===== config.mk =====
export PLATFORM = sky130hd
export DESIGN_NAME = param_sync_fifo
export DESIGN_NICKNAME = d
export VERILOG_FILES = /design/src/rtl/param_sync_fifo.sv
export SDC_FILE = /design/constraint.sdc
export NUM_CORES = 1
export LEC_CHECK = 0
export BUFFER_PORTS_ARGS = -buffer_cell sky130_fd_sc_hd__buf_2
export CAP_MARGIN = 10
export CORE_MARGIN = 8
export CORE_UTILIZATION = 34
export CTS_BUF_LIST = sky130_fd_sc_hd__clkbuf_2
export DETAILED_ROUTE_END_ITERATION = 10
export PLACE_DENSITY_LB_ADDON = 0.2
export SYNTH_ARGS = -nofsm -noshare
export SYNTH_HDL_FRONTEND = slang
export SYNTH_SLANG_ARGS = --single-unit

===== constraint.sdc =====
create_clock -name Clk -period 2.7 [get_ports Clk]
set_input_delay 0.135 -clock Clk [delete_from_list [all_inputs] [get_ports Clk]]
set_output_delay 0.135 -clock Clk [all_outputs]
set_load 0.05 [all_outputs]

===== src/rtl/param_sync_fifo.sv =====
// Parametrised single-clock FIFO with self-managed pointers, occupancy count,
// full/empty/almost flags, sticky overflow/underflow errors and a synchronous
// flush. Reads are registered: DataOut/DataValid appear one cycle after an
// accepted Read, and a word written in cycle N is first readable in cycle N+1.
module param_sync_fifo #(
  parameter int WIDTH    = 9,
  parameter int DEPTH    = 8,
  parameter int AF_LEVEL = 6,
  parameter int AE_LEVEL = 2
) (
  input  logic                     Clk,
  input  logic                     Rst_n,
  input  logic                     Clear,
  input  logic                     Write,
  input  logic [WIDTH-1:0]         DataIn,
  input  logic                     Read,
  output logic [WIDTH-1:0]         DataOut,
  output logic                     DataValid,
  output logic                     Full,
  output logic                     Empty,
  output logic                     AlmostFull,
  output logic                     AlmostEmpty,
  output logic [$clog2(DEPTH):0]   Count,
  output logic                     Overflow,
  output logic                     Underflow
);

  localparam int AW = $clog2(DEPTH);

  // Thresholds sized to the count so flag compares are width-matched.
  localparam logic [AW:0] DEPTH_L = (AW+1)'(DEPTH);
  localparam logic [AW:0] AF_L    = (AW+1)'(AF_LEVEL);
  localparam logic [AW:0] AE_L    = (AW+1)'(AE_LEVEL);

  logic [WIDTH-1:0] r_mem [DEPTH];
  logic [AW-1:0]    r_wptr;
  logic [AW-1:0]    r_rptr;
  logic [AW:0]      r_count;
  logic [WIDTH-1:0] r_data_out;
  logic             r_data_valid;
  logic             r_overflow;
  logic             r_underflow;

  logic             w_full;
  logic             w_empty;
  logic             w_rd_ok;
  logic             w_wr_ok;

  // Flags are pure functions of the occupancy count.
  always_comb begin
    w_full      = (r_count == DEPTH_L);
    w_empty     = (r_count == '0);
    // A read on a full FIFO frees the slot the simultaneous write will use.
    w_rd_ok     = Read & ~w_empty;
    w_wr_ok     = Write & (~w_full | w_rd_ok);
  end

  // Storage array; deliberately not reset, and untouched by Clear.
  always_ff @(posedge Clk) begin
    if (w_wr_ok && !Clear) begin
      r_mem[r_wptr] <= DataIn;
    end
  end

  // Pointers, count, read data and sticky error state; Clear beats Write/Read.
  always_ff @(posedge Clk or negedge Rst_n) begin
    if (!Rst_n) begin
      r_wptr       <= '0;
      r_rptr       <= '0;
      r_count      <= '0;
      r_data_out   <= '0;
      r_data_valid <= 1'b0;
      r_overflow   <= 1'b0;
      r_underflow  <= 1'b0;
    end else if (Clear) begin
      r_wptr       <= '0;
      r_rptr       <= '0;
      r_count      <= '0;
      r_data_valid <= 1'b0;
      r_overflow   <= 1'b0;
      r_underflow  <= 1'b0;
    end else begin
      r_data_valid <= w_rd_ok;
      if (w_rd_ok) begin
        // Nonblocking read sees the old word even if the write hits this slot.
        r_data_out <= r_mem[r_rptr];
        r_rptr     <= r_rptr + 1'b1;
      end
      if (w_wr_ok) begin
        r_wptr <= r_wptr + 1'b1;
      end
      case ({w_wr_ok, w_rd_ok})
        2'b10:   r_count <= r_count + 1'b1;
        2'b01:   r_count <= r_count - 1'b1;
        default: r_count <= r_count;
      endcase
      if (Write && !w_wr_ok) begin
        r_overflow <= 1'b1;
      end
      if (Read && !w_rd_ok) begin
        r_underflow <= 1'b1;
      end
    end
  end

  assign DataOut     = r_data_out;
  assign DataValid   = r_data_valid;
  assign Count       = r_count;
  assign Full        = w_full;
  assign Empty       = w_empty;
  assign AlmostFull  = (r_count >= AF_L);
  assign AlmostEmpty = (r_count <= AE_L);
  assign Overflow    = r_overflow;
  assign Underflow   = r_underflow;

endmodule


# [Yosys cells after proc, flatten, opt, wreduce, memory -nomap -nowiden]
# Memories as Yosys holds them, arrays and structs flattened. A register that Yosys moved wholly into a read port is not among the register bits.
# Index checks and enable logic that the tools add are counted.
[totals] input_bits=14 ramBits=72 ff_bits=13 n_memories=1 elab_cells=49
[op_classes] magnitude_cmp=2 n_eq_ne=3 n_bitwise=6 addsub=4 reduce_logical=14 muxes=13
[mem_list] name="r_mem" words=8 width=9 rd=1 rd_ports_with_merged_regs=1 wr=1 line_no="35" source="logic [WIDTH-1:0] r_mem [DEPTH];"
[op_table] cell="2-to-1 mux 3 bit" count=4
[op_table] cell="one-hot mux 4 bit (2 select lines)" count=1
[op_table] cell="nonzero test 2 bit" count=4
[op_table] cell="2-to-1 mux 1 bit" count=7
[op_table] cell="adder 3 x 1 -> 3 bit, second input constant" count=2
[op_table] cell="adder 4 x 1 -> 4 bit, second input constant" count=1
[op_table] cell="== test 4 bit, second input constant" count=1
[op_table] cell=">= comparator 4 x 3 -> 1 bit, second input constant" count=1
[op_table] cell="<= comparator 4 x 2 -> 1 bit, second input constant" count=1
[op_table] cell="logical NOT 1 bit" count=4
[op_table] cell="logical NOT 4 bit" count=1
[op_table] cell="2-to-1 mux 4 bit" count=1
[op_table] cell="subtractor 4 x 1 -> 4 bit, second input constant" count=1
[op_table] cell="logical AND 1 bit" count=3
[op_table] cell="inverter 1 bit" count=3
[op_table] cell="nonzero test 3 bit" count=1
[op_table] cell="AND 1 bit" count=2
[op_table] cell="== test 2 x 1 -> 1 bit, second input constant" count=1
[op_table] cell="== test 2 bit, second input constant" count=1
[op_table] cell="AND reduction 2 bit" count=1
[op_table] cell="OR 1 bit" count=1

# [Logic depth before layout (Yosys ltp)]
# Gate-level depths: netlist of the first run.
[logic_depth] depth_word=9 mapped_depth=8 mapped_depth_nobuf=7

# [Worst setup path after synthesis of the first run]
# No wires, ideal clock.
[synth_path] kind="register to register" start="register r_count[1], in the netlist Count[1]" end="memory r_mem[3][0] (enable)" synth_period_minus_slack_ns=2.784 setup_slack_ns=-0.084 arrival_ns=2.397 path_stages_with_launch=6 setup_time_ns=0.387 t_required_ns=2.313 cell_sequence="dfrtp_1 > or4b_4 > clkinv_2 > a21boi_1 > nand2_1 > nor3_1"
[synth_via] word_cells_on_any_way=10 cone_classes="eq/ne (1); mux (2); bitwise (5); reduce/logical (2)"
[synth_rtl] item="start, declared" line_no="38" source="logic [AW:0] r_count;"
[synth_rtl] item="start signal, assigned" line_no="93" source="2'b10: r_count <= r_count + 1'b1;"
[synth_rtl] item="start signal, assigned" line_no="94" source="2'b01: r_count <= r_count - 1'b1;"
[synth_rtl] item="start signal, assigned" line_no="95" source="default: r_count <= r_count;"
[synth_rtl] item="== test 4 bit" line_no="51" source="w_full = (r_count == DEPTH_L);"
[synth_rtl] item="net Full" line_no="19" source="output logic Full,"
[synth_rtl] item="inverter 1 bit" line_no="55" source="w_wr_ok = Write & (~w_full | w_rd_ok);"
[synth_rtl] item="OR 1 bit" line_no="55"
[synth_rtl] item="AND 1 bit" line_no="55"
[synth_rtl] item="logical AND 1 bit" line_no="60" source="if (w_wr_ok && !Clear) begin"
[synth_rtl] item="2-to-1 mux 1 bit" line_no="60"
[synth_rtl] item="2-to-1 mux 1 bit (not written as such)" line_no="61" source="r_mem[r_wptr] <= DataIn;"
[synth_rtl] item="end, declared" line_no="35"
# The timed path passes the listed nets, and every way through them passes these cells.

# [Final worst setup path of the first run]
[layout_path] start="register r_count[1], in the netlist Count[1]" end="register r_count[3], in the netlist Count[3]"
[layout_via] elab_chain_cells=8 word_cells_on_any_way=14 cone_classes="add/sub (2); eq/ne (3); mux (2); bitwise (5); reduce/logical (2)"
[layout_rtl] item="logical NOT 4 bit" line_no="52" source="w_empty = (r_count == '0);"
[layout_rtl] item="inverter 1 bit" line_no="54" source="w_rd_ok = Read & ~w_empty;"
[layout_rtl] item="AND 1 bit" line_no="54"
[layout_rtl] item="OR 1 bit" line_no="55"
[layout_rtl] item="AND 1 bit" line_no="55"
[layout_rtl] item="== test 2 x 1 -> 1 bit / == test 2 bit (equally long branches)" line_no="92" source="case ({w_wr_ok, w_rd_ok})"
[layout_rtl] item="one-hot mux 4 bit (2 select lines)" line_no="92"
[layout_rtl] item="2-to-1 mux 4 bit" line_no="75" source="end else if (Clear) begin"
# Several ways; a longest one is shown, not always the timed one.
# A chain may end at the register's enable or synchronous reset.

==> results summary, run 1 <==
The run finished with clean final reports. The pre-antenna-repair detailed-routing pass consisted of 5 iterations. The final-report setup violation count is 0. Dividing the detail-routed wire length by the instance count gives 17.7 um. The static leakage power is 0.00164 uW. The layer flagged by global routing as most heavily used is met2. The average instance area after synthesis is 17.2 um2. The maximum number of pins on one net before global-route repair is 23. The final count of hold timing violations was 0. In the finished design, the share of the clock period the worst path needs comes to 87.3%. The fraction of the yosys area taken by sequential cells came out at 70.9%. The H-tree depth is 3.

The final period demand of the worst path came out at 2.36 ns. The total global routing track utilization came out at 10.9%. The global routing met3 resource utilization came out at 2.36%.

The min-delay analysis places its worst path in the category input pin to asynchronous set/reset pin. The post-synthesis cell count is 222. The met2 track demand over resource came out at 16.5%.

The placeable core area is 10900 um2. The worst reg2reg path endpoint is Count[3]. The half-perimeter wire length after placement came out at 4950 um. The cell depth of the worst flop-to-flop path is 7. The netlist uses 39 different library cells. The worst path meets setup with 0.344 ns of slack. The routed via count is 2111. The initial standard-cell utilization of the core is 35.1%. The total nets after synthesis came out at 241. TritonCTS built the clock tree. The top cell types in the final layout, fill and taps aside, are sky130_fd_sc_hd__edfxtp_1, sky130_fd_sc_hd__buf_2, sky130_fd_sc_hd__dfrtp_1, sky130_fd_sc_hd__nor2_1, sky130_fd_sc_hd__mux4_2. The post-cts hold buffer count came out at 14. The number of maximum-capacitance constraint violations is 0. The horizontal die dimension is 122 um.

The area overhead of the layout relative to synthesis came out at 17.8%. The first-pass GRT wire length is 12300 um. The required time at the worst-slack endpoint is 3.15 ns. Leaving out fill and tap cells, the most frequent cell in the layout is sky130_fd_sc_hd__edfxtp_1.

The register clock-pin slew on the reported worst setup and hold paths is 0.28 ns. The total clock buffers created by CTS is 9. The number of buffers inserted by port buffering is 33.

For this design the ratio of total power to cell area is 796 nW/um2. The startpoint of the worst-slack reg-to-reg timing path is Count[1]. Timing analysis after detailed placement gives a worst setup slack of 0.385 ns.

Across all register-to-register paths, the minimum setup slack is 0.34 ns. The number of antenna diodes came out at 0. The congestion estimate from routability-driven global placement came to 0.745. The initial antenna violation count came out at 0. From bottom edge to top edge, the die measures 122 um. The root cell of the clock tree is sky130_fd_sc_hd__clkbuf_2. The number of warning messages in the yosys log came out at 0. The transition time at the pin with the least slew margin is 0.689 ns.

The DRC violation count after routing came out at 0. The met1 capacity usage during global routing came out at 15.0%. The die outline area is 14900 um2. The delay of the slowest cell on the worst path came out at 0.55 ns.

Synthesis inferred 94 register bits. The top achievable clock speed came out at 424 MHz. The number of I/O pins is 34.

In the routed layout, each cell is associated on average with a via count of 4.93. Clock latency on the worst-skew pair, taken at its later pin, is 0.54 ns. Setup repair after global routing left no endpoint under its margin. The kind of start point of the critical path is a flop. In this run, post-CTS repair resized a total of 0 instances. The clock arrives with 0.0323 ns of skew. The path type of the worst setup path is flop to flop. The TritonCTS sink count is 94.

The via count of the first global-routing pass is 2207. No sink is reached through more buffers than the 2 on the longest clock path. The maximum ir drop on the vdd rail is 0.503 mV. The number of pins exceeding their max-slew limit in the final report came to 0. The post-layout net count is 302. The synthesized netlist occupies a cell area of 3820 um2. The total overflow left after global routing is 0. Among all stages on the critical path, the largest delay is contributed by sky130_fd_sc_hd__dfrtp_1. The maximum fanout count along the critical path is 10. The floorplan row count is 38. The setup fix buffers added after clock tree synthesis is 0. The endpoint arrival time on the critical path came out at 2.81 ns. Walking the worst path, the cells encountered are o41ai_2 > nor2_1 > ha_1 > a21o_1 > a21oi_1 > mux2i_1 > a221oi_1. The DRC violation total after the first TritonRoute iteration is 180. The kind of end point of the critical path is a flop. The number of routed nets with antenna violations is 0. The fraction of final layout cells with drive strength greater than 1 is 30.9%. For the final routed database, the setup TNS stands at 0 ns.

The overall routed net length is 7590 um. The remaining max-slew budget at the tightest pin came out at 54.1%.
## worst max-delay path: cells and delay by family, from the launching register on
family                     cells  cell delay (ns)
adders and majority gates      1             0.31
AOI/OAI and AO/OA              4             1.14
muxes                          1             0.11
and+or+nand+nor                1             0.18
DFF                            1             0.55
## stage by stage
step,util [%],instances,area [um2],total power [uW],hold WS (ns)
after global placement,39.0,398,4240,2890,0.139
after floorplan,-,222,3820,2610,-0.161
after global routing,41.4,428,4510,3780,0.0416
after detailed placement,39.0,398,4240,2890,0.140
after CTS,41.4,428,4510,3640,0.00572
final,41.4,428,4510,3590,0.0544
## cell usage after synthesis
library cell               number  area [um2]
sky130_fd_sc_hd__edfxtp_1      72        2160
sky130_fd_sc_hd__dfrtp_1       22         551
sky130_fd_sc_hd__nor2_1        22        82.6
sky130_fd_sc_hd__mux4_2        18         405
sky130_fd_sc_hd__a21oi_1       14        70.1
sky130_fd_sc_hd__mux2i_1       11         110
sky130_fd_sc_hd__clkbuf_1       5        18.8
sky130_fd_sc_hd__nand2_1        5        18.8
sky130_fd_sc_hd__nand3_1        5        25.0
sky130_fd_sc_hd__a211oi_1       4        30.0
sky130_fd_sc_hd__a21o_1         4        30.0
sky130_fd_sc_hd__buf_2          4        20.0
sky130_fd_sc_hd__ha_1           4        50.1
sky130_fd_sc_hd__xor2_1         3        26.3
sky130_fd_sc_hd__nand2b_1       2        12.5
sky130_fd_sc_hd__nor3_1         2        10.0
sky130_fd_sc_hd__nor4_1         2        12.5
sky130_fd_sc_hd__xnor2_1        2        17.5
sky130_fd_sc_hd__a21boi_1       1        7.51
sky130_fd_sc_hd__a221oi_1       1        8.76
sky130_fd_sc_hd__a311oi_1       1        8.76
sky130_fd_sc_hd__a31oi_1        1        6.26
sky130_fd_sc_hd__and3_1         1        6.26
sky130_fd_sc_hd__buf_1          1        3.75
sky130_fd_sc_hd__buf_4          1        7.51
sky130_fd_sc_hd__clkinv_2       1        5.00
sky130_fd_sc_hd__fa_1           1        20.0
sky130_fd_sc_hd__inv_1          1        3.75
sky130_fd_sc_hd__inv_2          1        3.75
sky130_fd_sc_hd__mux2_4         1        15.0
sky130_fd_sc_hd__nand3b_1       1        7.51
sky130_fd_sc_hd__nor2b_1        1        6.26
sky130_fd_sc_hd__o211ai_1       1        7.51
sky130_fd_sc_hd__o21ai_1        1        5.00
sky130_fd_sc_hd__o41ai_2        1        16.3
sky130_fd_sc_hd__or2_2          1        6.26
sky130_fd_sc_hd__or3_1          1        6.26
sky130_fd_sc_hd__or4_1          1        7.51
sky130_fd_sc_hd__or4b_4         1        13.8
## kinds of logic (layout without fill, tap and decap cells)
family	after synthesis	after routing	synth area share (%)
adders and majority gates	5	5	1.83
buffers and inverters	14	80	1.64
muxes	30	30	13.9
xor gates and xnor gates	5	5	1.15
and+or+nand+nor	45	45	5.63
AOI/OAI and AO/OA	29	29	4.97
DFF	94	94	70.9
## how the worst max path moves through the flow
stage | slack, ns | from | endpoint | depth (start not counted)
floorplan | -0.08 | Count[1] | r_mem[3][0] | 5
global placement | 0.44 | Count[1] | Count[3] | 7
detailed placement | 0.38 | Count[1] | Count[3] | 7
CTS | 0.33 | Count[1] | Count[3] | 7
global route | 0.16 | Count[1] | Count[3] | 7
finish | 0.34 | Count[1] | Count[3] | 7
## sequential cells by signal (all words and copies together), names as in the netlist
name and flops:
r_wptr 3, r_rptr 3, Overflow 1, DataValid 1
Underflow 1, r_mem 72, Count 4, DataOut 9
## power breakdown
group          switching [uW]  internal (uW)  total [uW]
Sequential               82.6           1670        1760
Combinational             729            373        1100
Clock                     497            233         730
Total                    1310           2280        3590
## layer usage
| layer | vias up | routed length [um] |
|---|---|---|
| met5 | - | 0 |
| met4 | 0 | 114 |
| met3 | 10 | 305 |
| met2 | 38 | 3440 |
| met1 | 1076 | 3730 |
| li1 | 987 | - |
## final cells by class
cell class	instances	area, um2
Timing Repair Buffer	61	410
Tap cell	140	175
Sequential cell	94	2710
Clock buffer	10	50.0
Inverter	3	12.5
Clock inverter	6	75.1
Fill cell	1023	6380
Multi-Input combinational cell	114	1070
Note: power is estimated with default switching activity, not from simulation.
==> inputs of run 2 (changes only) <==
==> constraint.sdc (replaced) <==
create_clock -name Clk -period 2.7 [get_ports Clk]
set_input_delay 0.27 -clock Clk [delete_from_list [all_inputs] [get_ports Clk]]
set_output_delay 0.27 -clock Clk [all_outputs]
set_load 0.05 [all_outputs]
==> run 2 against run 1 <==
Against the previous run:
- global-route usage shrank 0.24 points
- non-clock buffer count down 3
- final cell count fell by 0.70%
- wire length decreased by 0.12%
- clock skew grew 0.013 ns
- critical endpoint is now Empty
- largest power group unchanged
==> results summary, run 2 (synthesized netlist as in run 1, its figures left out) <==
The initial antenna violation count was 0 (unchanged). The transition time at the pin with the least slew margin came to 0.698 ns (+0.00843 ns). The number of pins exceeding their max-slew limit in the final report came out at 0 (unchanged).

The number of buffers inserted by port buffering came to 33 (unchanged). The post-layout net count came to 299 (-0.99%). The TritonCTS sink count came out at 94 (unchanged). The half-perimeter wire length after placement is 4890 um (-1.2%). The maximum fanout count along the critical path is 10 (unchanged). The fraction of final layout cells with drive strength greater than 1 is 31.6% (+0.68 points). The number of routed nets with antenna violations came out at 0 (unchanged). The horizontal die dimension is 122 um (unchanged). The overall routed net length came out at 7580 um (-0.12%). The worst hold path begins at Write. The setup fix buffers added after clock tree synthesis came out at 0 (unchanged). The area overhead of the layout relative to synthesis came out at 17.8% (unchanged). The remaining global-route overflow was 0 (unchanged).

The minimum hold slack is 0.0434 ns (-0.0110 ns). The H-tree depth came out at 3 (unchanged). The static leakage power was 0.00164 uW (+0.42%). The final period demand of the worst path came out at 2.43 ns (+0.0731 ns). The worst register-to-register path ends at Count[3].

The tree is rooted in a sky130_fd_sc_hd__clkbuf_2. The die boundary height came out at 122 um (unchanged). Grouping stages by cell kind, the critical path spends the most delay in simple AND/OR/NAND/NOR gates. The endpoint arrival time on the critical path is 2.16 ns (-0.65 ns). The path class of the lowest-slack min-delay path is input pin to flop. The required time at the worst-slack endpoint is 2.43 ns (-0.72 ns).

The total clock buffers created by CTS was 9 (unchanged). The combined buffer and inverter count along the critical path is 2 (+2). The last weighted congestion value of the routability-driven placer was 0.718 (-3.6%). The run finished with clean final reports. The CTS tree is built. The DRC violation total after the first TritonRoute iteration came to 155 (-14%).

The top achievable clock speed is 412 MHz (-3.0%). The count of cells resized by post-cts repair came out at 0 (unchanged). The number of buffers on the longest clock path came out at 2 (unchanged). The setup TNS came to 0 ns (unchanged).

The post-cts hold buffer count came out at 9 (-5). The reg2reg setup slack came out at 0.31 ns (-0.03 ns). The worst hold path was traced through 2 stages. The initial standard-cell utilization of the core is 35.1% (unchanged). The delay of the slowest cell on the worst path came out at 0.69 ns (+0.14 ns).

The number of I/O pins came out at 34 (unchanged). The number of instances in the placed design came out at 399 (+0.25%). The maximum number of pins on one net before global-route repair came out at 23 (unchanged). The final cycle utilization of the critical path came out at 90.0% (+2.7 points). The die outline area is 14900 um2 (unchanged).

In this run the critical register-to-register path is launched from Count[1]. The number of search-and-repair iterations in the first detailed-routing pass came out at 4 (-1). The final standard cell count with taps included and fillers excluded is 425 (-0.70%). The insertion delay of the later-clocked pin in the worst-skew pair came out at 0.53 ns (about the same). The cell depth of the worst flop-to-flop path came out at 7 (unchanged). The signal on the critical path passes through or4_1 > inv_2 > buf_2. The ratio of total power to cell area is 828 nW/um2 (+4.0%). The remaining max-slew budget at the tightest pin is 53.5% (-0.56 points).

The via density per instance came out at 4.87 (-1.3%). The routed via count is 2070 (-1.9%). The worst clock skew is 0.0453 ns (+0.0130 ns). The average wire per standard cell came to 17.8 um (+0.59%). The total global routing track utilization is 10.7% (-0.24 points). The register with the most flip-flops is r_mem. The number of maximum-capacitance constraint violations was 0 (unchanged). The floorplan row count is 38 (unchanged). The flip-flop count of the largest register, all copies and words added is 72 (unchanged). The final count of hold timing violations is 0 (unchanged). The first-pass GRT wire length was 12000 um (-2.6%).

The setup path with the least slack is of type flop to primary output. The leading cell type in the layout, fill and taps excluded is sky130_fd_sc_hd__edfxtp_1. The kind of start point of the critical path is a flop.

The via count of the first global-routing pass came out at 2110 (-4.4%). The maximum ir drop on the vdd rail came out at 0.541 mV (+7.5%). The placeable core area is 10900 um2 (unchanged). The register clock-pin slew on the reported worst setup and hold paths is 0.27 ns (about the same). The worst setup path is captured at a primary output.

The worst hold path terminates at Count[1]. Setup repair after global routing left no endpoint under its margin. The critical path depth came out at 3 (-4). The library cells used most frequently in the layout, excluding fill and tap cells, are sky130_fd_sc_hd__edfxtp_1, sky130_fd_sc_hd__buf_2, sky130_fd_sc_hd__dfrtp_1, sky130_fd_sc_hd__nor2_1, sky130_fd_sc_hd__mux4_2. The slowest stage of the critical path belongs to the cell sky130_fd_sc_hd__or4_1.

The DRC violation count after routing is 0 (unchanged). The final-report setup violation count came to 0 (unchanged). The number of antenna diodes is 0 (unchanged).
run 2: cell types whose count changed in the layout (fill, tap and decap cells not counted), sizes merged:
cell and delta:
dlygate4sd3 -4, bufinv +2, buf +1, clkinvlp -1
inv -1
run 2: through the flow:
| stage | area [um2] | total power (uW) | worst slack, ns | util [%] |
|---|---|---|---|---|
| after floorplan | 3820 | 2610 | -0.0836 | - |
| after global placement | 4240 | 2880 | 0.443 | 38.9 |
| after detailed placement | 4240 | 2890 | 0.366 | 38.9 |
| after CTS | 4500 | 3780 | 0.230 | 41.3 |
| after global routing | 4510 | 3920 | 0.0941 | 41.4 |
| final | 4510 | 3730 | 0.271 | 41.4 |
run 2: report_power, final:
part	switching, uW	total (uW)	internal [uW]	leakage [uW]
logic	723	1090	366	0.000624
registers	80.9	1750	1670	0.000924
clock network	476	888	412	0.0000971
total	1280	3730	2450	0.00164
run 2: final cells by class:
class                           instances  area, um2
Sequential cell                        94       2710
Clock buffer                           10       50.0
Fill cell                            1022       6380
Timing Repair Buffer                   58        378
Inverter                                3       12.5
Clock inverter                          6        116
Multi-Input combinational cell        114       1060
Tap cell                              140        175
run 2: layer usage:
| metal | track usage, % | vias to the layer above | part of all wire, % |
|---|---|---|---|
| met5 | 0 | - | 0 |
| met4 | 4.80 | 0 | 1.6 |
| met3 | 2.45 | 10 | 4.7 |
| met2 | 16.8 | 34 | 47 |
| met1 | 13.9 | 1039 | 47 |
| li1 | - | 987 | - |
run 2: how the worst max path moves through the flow:
stage | start | to | slack, ns
finish | Count[1] | Empty | 0.27
global route | Count[1] | Count[3] | 0.09
CTS | Count[1] | Empty | 0.23
detailed placement | Count[1] | Count[3] | 0.37
global placement | Count[1] | Count[3] | 0.44
floorplan | Count[1] | r_mem[3][0] | -0.08
run 2: worst register-to-register path, cell delays in order, from the launching register on:
cell and delay (ns):
sky130_fd_sc_hd__dfrtp_1 0.57, sky130_fd_sc_hd__o41ai_2 0.43, sky130_fd_sc_hd__nor2_1 0.19, sky130_fd_sc_hd__ha_1 0.31, sky130_fd_sc_hd__a21o_1 0.18, sky130_fd_sc_hd__a21oi_1 0.25
sky130_fd_sc_hd__mux2i_1 0.11, sky130_fd_sc_hd__a221oi_1 0.29
